<file path="src/rtl/controlador_pkg.sv">
// Shared definitions for the tick-sequencer slice.
//   estado_t      : sequencer state encoding (also the visible estado output)
//   PRESCALE_DEF  : default clk cycles per tick
//   CUENTA_W_DEF  : default width of the programmed tick count
package controlador_pkg;

    localparam int unsigned PRESCALE_DEF = 28;
    localparam int unsigned CUENTA_W_DEF = 8;

    typedef enum logic [1:0] {
        IDLE  = 2'b00,
        CORRE = 2'b01,
        PAUSA = 2'b10,
        FIN   = 2'b11
    } estado_t;

endpackage

</file>
<file path="src/rtl/controlador_temporizador_if.sv">
// Control/status bundle between user control logic and the tick sequencer.
//   start, pausa, clear, carga : commands from the user side
//   tick, restante, ocupado,
//   fin, estado                : registered status from the sequencer
// master = user control logic, slave = controlador_temporizador.
interface controlador_temporizador_if
    import controlador_pkg::*;
#(
    parameter int unsigned CUENTA_W = CUENTA_W_DEF
);
    logic                start;
    logic                pausa;
    logic                clear;
    logic [CUENTA_W-1:0] carga;
    logic                tick;
    logic [CUENTA_W-1:0] restante;
    logic                ocupado;
    logic                fin;
    estado_t             estado;

    modport master (
        output start, pausa, clear, carga,
        input  tick, restante, ocupado, fin, estado
    );

    modport slave (
        input  start, pausa, clear, carga,
        output tick, restante, ocupado, fin, estado
    );
endinterface

</file>
<file path="src/rtl/prescaler_tick.sv">
// Modulo-PRESCALE up-counter producing the tick wrap condition.
//   clk, rst_n : clock, asynchronous active-low reset
//   en         : count enable (counter holds its value while low)
//   clr        : synchronous clear to 0, wins over en
//   wrap       : high in the cycle the counter sits at PRESCALE-1 with en set;
//                the counter returns to 0 on that edge
module prescaler_tick #(
    parameter int unsigned PRESCALE = 28
) (
    input  logic clk,
    input  logic rst_n,
    input  logic en,
    input  logic clr,
    output logic wrap
);
    localparam int unsigned W = $clog2(PRESCALE);
    localparam logic [W-1:0] ULT = W'(PRESCALE - 1);

    logic [W-1:0] cnt;

    assign wrap = en && (cnt == ULT);

    always_ff @(posedge clk or negedge rst_n) begin
        if (!rst_n) begin
            cnt <= '0;
        end else if (clr) begin
            cnt <= '0;
        end else if (en) begin
            cnt <= wrap ? '0 : cnt + 1'b1;
        end
    end
endmodule

</file>
<file path="src/rtl/controlador_temporizador.sv">
// Sequencer for a programmable count-down of prescaler ticks.
//   clk, rst_n : clock, asynchronous active-low reset
//   bus        : controlador_temporizador_if.slave
//                in : start, pausa, clear, carga
//                out: tick, restante, ocupado, fin, estado (all registered)
// Build option: AUTORELOAD_EN -- on reaching 0 while running, restante is
// reloaded from the last accepted carga and the sequencer keeps running.
module controlador_temporizador
    import controlador_pkg::*;
#(
    parameter int unsigned PRESCALE = PRESCALE_DEF,
    parameter int unsigned CUENTA_W = CUENTA_W_DEF
) (
    input logic                       clk,
    input logic                       rst_n,
    controlador_temporizador_if.slave bus
);
    estado_t             estado, estado_n;
    logic [CUENTA_W-1:0] restante, restante_n;
    logic                tick_r, tick_n;
    logic                fin_r, fin_n;
    logic                ocupado_r, ocupado_n;
    logic                acepta, pre_en, pre_clr, wrap;
`ifdef AUTORELOAD_EN
    logic [CUENTA_W-1:0] carga_reg, carga_reg_n;
`endif

    // clear gates the prescaler enable so a coinciding wrap never ticks.
    assign acepta  = bus.start && !bus.clear && (estado == IDLE || estado == FIN);
    assign pre_en  = (estado == CORRE) && !bus.pausa && !bus.clear;
    assign pre_clr = bus.clear || acepta;

    prescaler_tick #(.PRESCALE(PRESCALE)) u_prescaler (
        .clk   (clk),
        .rst_n (rst_n),
        .en    (pre_en),
        .clr   (pre_clr),
        .wrap  (wrap)
    );

    always_comb begin
        estado_n   = estado;
        restante_n = restante;
        tick_n     = 1'b0;
        fin_n      = 1'b0;
`ifdef AUTORELOAD_EN
        carga_reg_n = carga_reg;
`endif
        if (bus.clear) begin
            estado_n   = IDLE;
            restante_n = '0;
        end else begin
            unique case (estado)
                IDLE, FIN: begin
                    if (acepta) begin
`ifdef AUTORELOAD_EN
                        carga_reg_n = bus.carga;
`endif
                        if (bus.carga != '0) begin
                            estado_n   = CORRE;
                            restante_n = bus.carga;
                        end else begin
                            estado_n   = FIN;
                            restante_n = '0;
                            fin_n      = 1'b1;
                        end
                    end
                end
                CORRE: begin
                    if (bus.pausa) begin
                        estado_n = PAUSA;
                    end else if (wrap) begin
                        tick_n = 1'b1;
                        if (restante == CUENTA_W'(1)) begin
                            fin_n = 1'b1;
`ifdef AUTORELOAD_EN
                            restante_n = carga_reg;
`else
                            restante_n = '0;
                            estado_n   = FIN;
`endif
                        end else if (restante != '0) begin
                            restante_n = restante - 1'b1;
                        end
                    end
                end
                PAUSA: begin
                    if (!bus.pausa) begin
                        estado_n = CORRE;
                    end
                end
                default: estado_n = IDLE;
            endcase
        end
        ocupado_n = (estado_n == CORRE) || (estado_n == PAUSA);
    end

    always_ff @(posedge clk or negedge rst_n) begin
        if (!rst_n) begin
            estado    <= IDLE;
            restante  <= '0;
            tick_r    <= 1'b0;
            fin_r     <= 1'b0;
            ocupado_r <= 1'b0;
        end else begin
            estado    <= estado_n;
            restante  <= restante_n;
            tick_r    <= tick_n;
            fin_r     <= fin_n;
            ocupado_r <= ocupado_n;
        end
    end

`ifdef AUTORELOAD_EN
    always_ff @(posedge clk or negedge rst_n) begin
        if (!rst_n) begin
            carga_reg <= '0;
        end else begin
            carga_reg <= carga_reg_n;
        end
    end
`endif

    assign bus.estado   = estado;
    assign bus.restante = restante;
    assign bus.tick     = tick_r;
    assign bus.fin      = fin_r;
    assign bus.ocupado  = ocupado_r;
endmodule

</file>
<file path="src/flat_wrapper.sv">
// flat-port wrapper written by rule: the top's interface ports become plain ports
module controlador_temporizador_flat import controlador_pkg::*;
#(
    parameter int unsigned PRESCALE = PRESCALE_DEF,
    parameter int unsigned CUENTA_W = CUENTA_W_DEF
)
  (clk, rst_n, bus_start, bus_pausa, bus_clear, bus_carga, bus_tick, bus_restante, bus_ocupado, bus_fin, bus_estado);
  controlador_temporizador_if #(.CUENTA_W(CUENTA_W)) bus_i ();
  input logic clk;
  input logic rst_n;
  input wire logic [$bits(bus_i.start)-1:0] bus_start;
  input wire logic [$bits(bus_i.pausa)-1:0] bus_pausa;
  input wire logic [$bits(bus_i.clear)-1:0] bus_clear;
  input wire logic [$bits(bus_i.carga)-1:0] bus_carga;
  output wire logic [$bits(bus_i.tick)-1:0] bus_tick;
  output wire logic [$bits(bus_i.restante)-1:0] bus_restante;
  output wire logic [$bits(bus_i.ocupado)-1:0] bus_ocupado;
  output wire logic [$bits(bus_i.fin)-1:0] bus_fin;
  output wire logic [$bits(bus_i.estado)-1:0] bus_estado;
  assign bus_i.start = bus_start;
  assign bus_i.pausa = bus_pausa;
  assign bus_i.clear = bus_clear;
  assign bus_i.carga = bus_carga;
  assign bus_tick = bus_i.tick;
  assign bus_restante = bus_i.restante;
  assign bus_ocupado = bus_i.ocupado;
  assign bus_fin = bus_i.fin;
  assign bus_estado = bus_i.estado;
  controlador_temporizador #(.PRESCALE(PRESCALE), .CUENTA_W(CUENTA_W)) u_core (.clk(clk), .rst_n(rst_n), .bus(bus_i));
endmodule
</file>
<file path="config.mk">
export PLATFORM = sky130hd
export DESIGN_NAME = controlador_temporizador_flat
export DESIGN_NICKNAME = d
export VERILOG_FILES = /design/src/rtl/controlador_pkg.sv /design/src/rtl/controlador_temporizador_if.sv /design/src/rtl/prescaler_tick.sv /design/src/rtl/controlador_temporizador.sv /design/src/flat_wrapper.sv
export SDC_FILE = /design/constraint.sdc
export NUM_CORES = 1
export LEC_CHECK = 0
export ABC_AREA = 1
export BUFFER_PORTS_ARGS = -buffer_cell sky130_fd_sc_hd__buf_2
export CELL_PAD_IN_SITES_DETAIL_PLACEMENT = 1
export CELL_PAD_IN_SITES_GLOBAL_PLACEMENT = 1
export CORE_MARGIN = 2
export CORE_UTILIZATION = 39
export CTS_CLUSTER_SIZE = 16
export DETAILED_ROUTE_END_ITERATION = 8
export PLACE_DENSITY = 0.89
export SLEW_MARGIN = 20
export SYNTH_ARGS = -nofsm -noshare
export SYNTH_HDL_FRONTEND = slang
export SYNTH_HIERARCHICAL = 1
export SYNTH_SLANG_ARGS = --single-unit
</file>
<file path="constraint.sdc">
create_clock -name clk -period 2.5 [get_ports clk]
set_input_delay 0.5 -clock clk [delete_from_list [all_inputs] [get_ports clk]]
set_output_delay 0.5 -clock clk [all_outputs]
set_load 0.02 [all_outputs]
</file>
# == Word level (Yosys, flattened, before mapping) ==
# Index checks and enable logic that the tools add are counted.
# Widths: inputs -> output; s select.
# totals
register_bits,18
inputBits,13
out_inout_bits,13
elab_cells,66
# op_classes
n_addsub,2
eq_ne,11
muxes,30
reduce_logical,17
# op_table
operator,n
$mux 8,7
$pmux 8 s2,1
$reduce_bool 8->1,2
$mux 5,3
$mux 2,7
$mux 1,10
$eq 8x1->1 const B,1
$sub 8x1->8 const B,1
$eq 2x2->1 const B,3
$ne 3x3->1 const B,2
$pmux 2 s3,1
$add 5x1->5 const B,1
$eq 5x5->1 const B,1
$logic_and 1x1->1,5
$reduce_and 5->1,1
$eq 2x1->1 const B,2
$ne 4x4->1 const B,1
$logic_or 1x1->1,3
$ne 3x2->1 const B,1
$reduce_bool 3->1,1
$logic_not 1->1,2
$logic_not 2->1,1
$pmux 1 s2,1
$reduce_bool 2->1,1
$reduce_or 2->1,1

# == Depth between registers and ports, before layout ==
# Gate-level depths: netlist of the first run.
# logic_depth
depth_word,10
depth_mapped,16
ltp_nobuf,15

# == Hierarchy ==
# Netlist of the first run, hierarchy kept.
# by_module_without_submodules
mod,instances,cells_each,area_per_inst_um2,seq_area_each_um2
controlador_temporizador,1,163,1094.8,325.3
prescaler_tick,1,44,304.0,125.1

# == Worst setup path after synthesis of the first run ==
# Ideal clock, no wire load.
# synth_timing
path_type,reg-to-reg
startpoint,register u_core.estado[1] (netlist: u_core/bus.estado[1])
endpoint,register u_core.restante[1] (netlist: u_core/bus.restante[1])
setup_time_ps,124
t_arrival_ps,1992
t_required_ps,2376
slack_ps,384
stages_incl_launch_ff,17
n_path_buf,1
period_less_slack_ps,2116
path_cell_list,dfrtp_1 -> inv_1 -> ha_1 -> nand2_1 -> nor2_1 -> nand2_1 -> inv_1 -> nand2_1 -> inv_1 -> inv_1 -> nor2_1 -> nand2_2 -> nand2_2 -> nand2_4 -> buf_6 -> nand2_1 -> o21ai_1
# synth_via
elab_chain_cells,6
word_cells_on_any_way,17
classes_between,6 x eq/ne; 2 x mux; 9 x reduce/logical
# synth_rtl
element,line,rtl
from (decl),controlador_temporizador.sv:18,"estado_t estado, estado_n;"
from (signal assigned),controlador_temporizador.sv:106,estado <= estado_n;
$eq 2x1->1,controlador_temporizador.sv:30,assign pre_en = (estado == CORRE) && !bus.pausa && !bus.clear;
$logic_and 1x1->1 (2 in series),controlador_temporizador.sv:30,
net u_core.pre_en,controlador_temporizador.sv:23,"logic acepta, pre_en, pre_clr, wrap;"
$logic_and 1x1->1,prescaler_tick.sv:21,assign wrap = en && (cnt == ULT);
net u_core.wrap,controlador_temporizador.sv:23,
$ne 3x3->1 (no source line),n/a,
$reduce_and 5->1 (no source line),n/a,
to (signal assigned),controlador_temporizador.sv:107,restante <= restante_n;
to (decl),controlador_temporizador.sv:19,"logic [CUENTA_W-1:0] restante, restante_n;"
# The timed path passes the listed nets, and every way through them passes these cells.
# A chain may end at the register's enable or synchronous reset.

# == Worst setup path after layout of the first run ==
# layout_timing
startpoint,register u_core.estado[1] (netlist: u_core/bus.estado[1])
endpoint,register u_core.restante[6] (netlist: u_core/bus.restante[6])
# Same word-level chain as after synthesis.

==> run metrics, run 1 <==
DRC=0; critical path data required time=2740 ps; most common cell after layout, fill and taps aside=nand2_1; Placer Congestion=0.811; GRT Util Overall=0.189; H-tree depth=1; Worst Max-Slew Pin Slew=411 ps; Final Non-Filler Cells=280; Crit Path Class=reg -> reg; WL/cell=12.2 um; Core Region=0.00339 mm2; antenna cells=0; Crit Reg-Reg Startpoint=u_core/bus.estado[1]; arrival time worst endpoint=2380 ps; max_cap viols=0; root buffer cell=clkbuf_4; Post-CTS Resized=0; Skew-Pair Late Insertion Delay=300 ps; CTS clock-pin slew for the worst setup and hold paths=110 ps; Hold Vio Cnt, Final=0; flops & latches, synth=18; Slew headroom=0.726; die extent in y=63.9 um; sequential fraction of the synthesis area=0.322; Lkg Pwr=0.000874 uW; crit start category=flop; Final #Nets=254; maximum clock frequency=468 MHz; run status=complete, no violations; Mapped Area=0.00140 mm2; skew final=8.30 ps; min Tclk post-route=2140 ps; clock buffer depth=2; Avg Cell Area, Syn=6.76 um2; vias=1332; total die area=0.00408 mm2; remaining antenna violation count after routing=0; DRT Pass-1 Iters=4; Synth cell types=30; Rows=21; Mapped Cells=207; crit path max fanout=7; # port buffers=25; pin count of the biggest net entering global routing=19; RSZ-0062 raised after global routing=no; Max VDD drop=0.424 mV; CTS sink count=18; Final period util=0.855; Final setup violation count=0; CP startpoint=u_core/bus.estado[1]; Post-CTS Setup Inserts=0; hold buffer count at cts=0; Worst Hold Class=in -> async; Final HPWL DP=2.79 mm; global route overflow=0; Filler cells=485; layout cell share with drive strength beyond 1=0.261; fin. max-slew vios=0; Initial Util=0.413; Die Wd=63.9 um; commonest cells after routing, fill and taps aside=nand2_1 (56), inv_1 (29), buf_2 (25); vias in the first global route=1382; antenna violations before repair=0; yosys warns=6; Iter 0 DRT Violations=28; DP Cell Count=276; CTS Buf Count=3; Layout area overhead=14.2%; overall routed net length=3.43 mm; global-route wire length before repair=6.15 mm; Setup crit end kind=flop; Power per Cell Area=1020 mW/mm2; post-synth net total=226; CTS tree=yes; setup TNS=0 ps; Top Ports=26; Via density=4.76
## critical path: stages, from the launching register on
cell and delay (ps):
dfrtp_1 460, inv_1 80, ha_1 160, nand2_1 150, nor2_2 230, nand2_1 80
inv_1 80, nand2_1 60, inv_1 110, inv_1 80, nor2_1 130, nand2_2 80
a21oi_1 210, nand3_1 100, nand2_1 70
## path summary, 6_finish.rpt
check / end / slack, ps / cells past startpoint
min reg2reg: u_core/u_prescaler/cnt[1] / 520 / 2
max reg2reg: u_core/bus.restante[6] / 360 / 14
max in group asynchronous: u_core/u_prescaler/cnt[0] / 2100 / 1
min: u_core/bus.restante[1] / 110 / 1
max: u_core/bus.restante[6] / 360 / 14
min in group clk: u_core/u_prescaler/cnt[1] / 520 / 2
## power breakdown
group,internal [uW],switching [uW]
clock,88.8,96.5
combinational,341,654
sequential,365,91.5
## flip-flops by register name, indices dropped and copies added (netlist names)
name,cells
u_core/bus.ocupado,1
u_core/bus.estado,2
u_core/u_prescaler/cnt,5
u_core/bus.tick,1
u_core/bus.fin,1
u_core/bus.restante,8
## layer usage
layer	track usage	vias up	routed length (um)
met5	0	-	0
met4	0.0842	0	66
met3	0.0176	6	70
met2	0.349	15	1770
met1	0.218	615	1520
li1	-	696	-
## cell families (layout without fill, tap and decap cells)
family / after synthesis / count (layout) / share of synthesized area
buffers and inverters: 40 / 67 / 0.123
AND/OR/NAND/NOR: 117 / 117 / 0.393
AO/OA/AOI/OAI: 24 / 24 / 0.0957
adder cells (fa/ha/maj): 6 / 6 / 0.0537
XOR/XNOR: 2 / 2 / 0.0125
flip-flops: 18 / 18 / 0.322
## synthesized netlist by cell type
library cell,count,area share
nor2_4,2,0.016
nor2_1,17,0.046
nor2_2,4,0.018
dfrtp_1,18,0.32
o21ai_1,5,0.018
a211oi_1,1,0.0054
or2_2,1,0.0045
buf_6,2,0.016
clkinv_2,1,0.0036
buf_4,1,0.0054
o21bai_1,1,0.0054
nor3_1,3,0.011
nand3_2,3,0.021
inv_4,1,0.0045
nand2_2,10,0.045
o211ai_1,1,0.0054
ha_1,6,0.054
and2_1,1,0.0045
nand2_4,1,0.0080
nand2_1,56,0.15
a21oi_2,1,0.0063
xnor2_1,1,0.0063
a21oi_1,6,0.021
xor2_1,1,0.0063
o21ai_0,8,0.029
a21boi_0,1,0.0054
nand3_1,18,0.064
nand4_1,1,0.0045
inv_2,6,0.016
inv_1,29,0.078
## final cells by class
| cell class | count | area [um2] | area share |
|---|---|---|---|
| clock buffer | 4 | 36.3 | 0.0227 |
| inverter | 37 | 143 | 0.0893 |
| multi-input combinational | 149 | 778 | 0.487 |
| sequential | 18 | 450 | 0.282 |
| tap | 46 | 57.6 | 0.0360 |
| timing repair buffer | 26 | 133 | 0.0830 |
## through the flow
step	power (uW)	setup WS, ps	hold slack [ps]	cell area [um2]	utilization
6_report	1640	361	111	1600	0.471
5_1_grt	1820	51.3	130	1600	0.471
4_1_cts	1670	264	116	1600	0.471
3_5_place_dp	1470	340	462	1560	0.460
3_3_place_gp	1440	416	455	1560	0.460
2_1_floorplan	1240	384	204	1400	-
No activity file was read; power rests on OpenSTA's default activity.
==> run 2: changes to the inputs <==
--- a/config.mk
+++ b/config.mk
@@ -9,6 +9,7 @@
 export BUFFER_PORTS_ARGS = -buffer_cell sky130_fd_sc_hd__buf_2
 export CELL_PAD_IN_SITES_DETAIL_PLACEMENT = 1
 export CELL_PAD_IN_SITES_GLOBAL_PLACEMENT = 1
+export CORE_ASPECT_RATIO = 0.75
 export CORE_MARGIN = 2
 export CORE_UTILIZATION = 39
 export CTS_CLUSTER_SIZE = 16
==> run 2 against run 1 <==
Against the previous run: final cell count decreased by 2.5%; via count increased by 2.3%; routed wire length increased by 2.6%; sequential share of layout area about the same; cell area decreased by 0.16%; clock-buffer cell count decreased by 1; sequential power increased by 0.9%; core utilization increased by 0.40 points; combinational power about the same; critical endpoint is now u_core/bus.restante[7]; largest cell class unchanged.
==> run metrics, run 2 (synthesized netlist as in run 1, its figures left out) <==
max FFs per register=8; CTS clock-pin slew for the worst setup and hold paths=70 ps; crit start category=flop; Post-Route M1 WL=1.82 mm; setup TNS=0 ps; layout cell share with drive strength beyond 1=0.258; fin area=0.00160 mm2; CTS Buf Count=3; Crit Path Class=reg -> reg; DRC=0; Slew headroom=0.712; Multi-input gate area=778 um2; Lkg Pwr=0.000875 uW; Crit-path slowest cell=dfrtp_1; top layer in use=met4; min Tclk post-route=2220 ps; Final period util=0.888; Largest Register=u_core/bus.restante; critical path buffer and inverter count=4; Hold Vio Cnt, Final=0; post-route worst setup slack=280 ps; # port buffers=25; WL/cell=12.9 um; Via density=4.99; Filler cells=465; pin count of the biggest net entering global routing=19; Register Area=450 um2; global-route wire length before repair=6.37 mm; Post-DP Area=0.00155 mm2; root buffer cell=clkbuf_8; Worst Max-Slew Pin Slew=431 ps; CP max stage delay=450 ps; commonest cells after routing, fill and taps aside=nand2_1 (56), inv_1 (29), buf_2 (25); antenna cells=0; Rows=18; Power per Cell Area=1050 mW/mm2; arrival time worst endpoint=2410 ps; crit path max fanout=7; vias=1362; DRT Pass-1 Iters=4; Iter 0 DRT Violations=55; fin. max-slew vios=0; Final HPWL DP=2.84 mm; Post-CTS Resized=0; Final #Nets=254; Top Ports=26; Die Wd=73.2 um; Worst Hold Class=in -> async; overall routed net length=3.52 mm; Max VDD drop=0.481 mV; skew final=2.05 ps; vias in the first global route=1441; critical path data required time=2690 ps; Core Region=0.00336 mm2; H-tree depth=1; max_cap viols=0; crit path cell chain=inv_1 -> ha_1 -> nand2_1 -> nor2_2 -> nand2_1 -> inv_1 -> nand2_1 -> inv_1 -> inv_1 -> nor2_1 -> nand2_2 -> a21oi_1 -> nand3_1 -> nand2_1; maximum clock frequency=450 MHz; Layout area overhead=14.0%; met2 wire length=1.55 mm; DP Cell Count=270; Final Non-Filler Cells=273; Setup crit end kind=flop; Post-CTS Setup Inserts=0; CTS sink count=18; die extent in y=55.9 um; run status=complete, no violations; top cell family by delay on the critical path=simple AND/OR/NAND/NOR gates; Skew-Pair Late Insertion Delay=250 ps; clock buffer depth=2; Largest regs=u_core/bus.restante: 8 flops, u_core/u_prescaler/cnt: 5 flops, u_core/bus.estado: 2 flops; remaining antenna violation count after routing=0; CTS tree=yes; GRT Util Overall=0.195; most common cell after layout, fill and taps aside=nand2_1; met3 wire length=123 um; Post-Place Setup Slack=290 ps; Final setup violation count=0; hold buffer count at cts=0; global route overflow=0; antenna violations before repair=0; Initial Util=0.417; total die area=0.00409 mm2; Placer Congestion=0.822
[run 2: cell types whose count changed in the layout (fill, tap and decap cells not counted), sizes merged]
| cell | delta |
|---|---|
| clkbuf | -1 |
[run 2: area by class of cell]
type	instances	share of cell area
Multi-Input combinational cell	149	0.488
Sequential cell	18	0.282
Tap cell	40	0.0314
Clock buffer	3	0.0259
Timing Repair Buffer	26	0.0831
Inverter	37	0.0894
[run 2: metrics by stage]
step           hold slack [ps]  utilization  power, uW
4_1_cts                    195        0.475       1690
5_1_grt                    212        0.475       1860
2_1_floorplan              204            -       1240
3_5_place_dp               471        0.462       1480
3_3_place_gp               458        0.462       1450
6_report                   178        0.475       1670
[run 2: power breakdown]
group	switching [uW]	internal, uW	leakage, uW
Sequential	95.1	365	0.000240
Combinational	669	340	0.000613
Clock	95.4	107	0.0000216
Total	859	812	0.000875
[run 2: per-layer routing]
metal,vias up,track usage
met2,20,0.302
met4,0,0.0317
met1,643,0.284
li1,695,-
met3,4,0.0399
met5,-,0
[run 2: final timing paths]
check,slack [ps],cells past startpoint,to,startpoint
max,280,14,u_core/bus.restante[7],u_core/bus.estado[1]
min,180,1,u_core/u_prescaler/cnt[3],rst_n
max reg2reg,280,14,u_core/bus.restante[7],u_core/bus.estado[1]
min reg2reg,510,2,u_core/u_prescaler/cnt[4],u_core/u_prescaler/cnt[4]
max in group asynchronous,2020,1,u_core/bus.restante[3],rst_n
min in group clk,510,2,u_core/u_prescaler/cnt[4],u_core/u_prescaler/cnt[4]
==> run 3: changes to the inputs <==
--- a/config.mk
+++ b/config.mk
@@ -11,10 +11,10 @@
 export CELL_PAD_IN_SITES_GLOBAL_PLACEMENT = 1
 export CORE_ASPECT_RATIO = 0.75
 export CORE_MARGIN = 2
-export CORE_UTILIZATION = 39
+export CORE_UTILIZATION = 35
 export CTS_CLUSTER_SIZE = 16
 export DETAILED_ROUTE_END_ITERATION = 8
-export PLACE_DENSITY = 0.89
+export PLACE_DENSITY = 0.85
 export SLEW_MARGIN = 20
 export SYNTH_ARGS = -nofsm -noshare
 export SYNTH_HDL_FRONTEND = slang
==> constraint.sdc (replaced) <==
create_clock -name clk -period 2 [get_ports clk]
set_input_delay 0.4 -clock clk [delete_from_list [all_inputs] [get_ports clk]]
set_output_delay 0.4 -clock clk [all_outputs]
set_load 0.02 [all_outputs]
==> run 3 against run 2 <==
Against the previous run: critical endpoint is now u_core/bus.ocupado; register-to-register slack lost 140 ps; clock power grew 52%; via count rose by 2.6%; setup slack got worse by 140 ps; largest cell class unchanged; die area rose by 11%; critical path depth down 5; sequential share of layout area fell by 2.4 points; non-clock buffer count rose by 8; critical path type unchanged; largest power group unchanged; highest routed layer unchanged; clock-buffer cell count grew 1; power increased by 40%; hold slack worse by 110 ps; clock skew up 5.7 ps.
==> run metrics, run 3 (synthesized netlist as in run 1, its figures left out) <==
Final HPWL DP=3.01 mm; WL/cell=13.8 um; crit start category=flop; maximum clock frequency=538 MHz; critical path data required time=2160 ps; pin count of the biggest net entering global routing=19; CTS sink count=18; DP Cell Count=287; fin. max-slew vios=0; Crit Path Class=reg -> reg; global route overflow=0; antenna violations before repair=0; Largest regs=u_core/bus.restante: 8 flops, u_core/u_prescaler/cnt: 5 flops, u_core/bus.estado: 2 flops; Final period util=0.930; Hold Vio Cnt, Final=0; reg2reg setup slack=140 ps; Post-DP Area=0.00161 mm2; CP startpoint=u_core/bus.estado[0]; commonest cells after routing, fill and taps aside=nand2_1 (55), inv_1 (27), buf_2 (25); vias=1397; # port buffers=25; post-route worst setup slack=140 ps; Setup crit end kind=flop; root buffer cell=clkbuf_8; Die Wd=77 um; CP max stage delay=430 ps; crit path max fanout=5; Post-Place Setup Slack=22.8 ps; Largest Register=u_core/bus.restante; vias in the first global route=1406; Crit Reg-Reg Startpoint=u_core/bus.estado[0]; Slew headroom=0.702; DRC=0; crit path cell chain=buf_4 -> inv_1 -> ha_4 -> nand3_2 -> nand2_2 -> o21ai_0 -> nand2_2 -> nand2_2 -> nand2_1; Via density=4.74; Worst Hold Class=in -> async; Rows=19; run status=complete, no violations; Final setup violation count=0; Layout area overhead=24.8%; global-route wire length before repair=6.51 mm; fin area=0.00175 mm2; H-tree depth=1; antenna cells=0; CTS Buf Count=3; Crit-path slowest cell=dfrtp_1; most common cell after layout, fill and taps aside=nand2_1; Placer Congestion=0.806; GRT Util Overall=0.186; setup TNS=0 ps; layout cell share with drive strength beyond 1=0.317; RSZ-0062 raised after global routing=no; Filler cells=503; die extent in y=58.8 um; min Tclk post-route=1860 ps; Power per Cell Area=1340 mW/mm2; max_cap viols=0; DRT Pass-1 Iters=4; Initial Util=0.372; Skew-Pair Late Insertion Delay=260 ps; CTS clock-pin slew for the worst setup and hold paths=80 ps; cell depth of the worst flop-to-flop path=9; reg2reg end=u_core/bus.ocupado; Final #Nets=263; arrival time worst endpoint=2020 ps; Power Total=2340 uW; Final Non-Filler Cells=295; clock buffer depth=2; Core Region=0.00376 mm2; Top Ports=26; Max VDD drop=0.580 mV; CTS tree=yes; Lkg Pwr=0.000926 uW; most frequent CP cell=nand2_2; overall routed net length=4.07 mm; Worst Max-Slew Pin Slew=447 ps; Iter 0 DRT Violations=79; hold buffer count at cts=0; remaining antenna violation count after routing=0; total die area=0.00452 mm2; max FFs per register=8; skew final=7.71 ps
==> run 3: changes by cell type in the layout (fill, tap and decap cells not counted), sizes merged <==
cell	previous run	this run
nand2	67	68
buf	26	34
clkbuf	3	4
==> run 3: worst max-delay path, delay by kind of cell (launching register included) <==
kind | cells | cell delay [ps]
compound gates | 1 | 320
simple gates | 5 | 450
flops | 1 | 430
fa+ha+maj | 1 | 250
buf+inv | 2 | 310
==> run 3: how the worst max path moves through the flow <==
stage / end / slack, ps / cells past startpoint
finish: u_core/bus.ocupado / 140 / 9
global route: u_core/bus.restante[1] / 20 / 15
CTS: u_core/bus.restante[5] / 2 / 14
detailed placement: u_core/bus.restante[5] / 20 / 14
global placement: u_core/bus.restante[5] / 150 / 14
floorplan: u_core/bus.restante[1] / 10 / 16
==> run 3: final cells by class <==
cell class	count	area [um2]	share of cell area
Sequential cell	18	452	0.259
Timing Repair Buffer	34	193	0.110
Tap cell	52	65.1	0.0373
Multi-Input combinational cell	150	838	0.480
Inverter	37	143	0.0817
Clock buffer	4	55.1	0.0315
==> run 3: where the power goes <==
group          internal, uW  switching (uW)  leakage [uW]  total (uW)
sequential              458             113      0.000239         571
clock                   175             133     0.0000288         308
combinational           520             939      0.000658        1460
==> run 3: what timing repair did <==
action	in CTS	in global routing
gates resized for setup	0	10
buffers inserted	0	3
setup endpoints to repair	0	8
==> run 3: per-stage QoR <==
stage,hold WS (ps),utilization
floorplan,104,-
global placement,359,0.429
detailed placement,371,0.429
CTS,76.6,0.444
global route,101,0.465
finish,64.5,0.465
==> run 3: metal layers <==
layer,vias to the layer above,global-route usage,part of all wire
li1,717,-,-
met1,647,0.250,0.51
met2,29,0.307,0.45
met3,4,0.0399,0.039
met4,0,0.0536,0.0088
met5,-,0,0
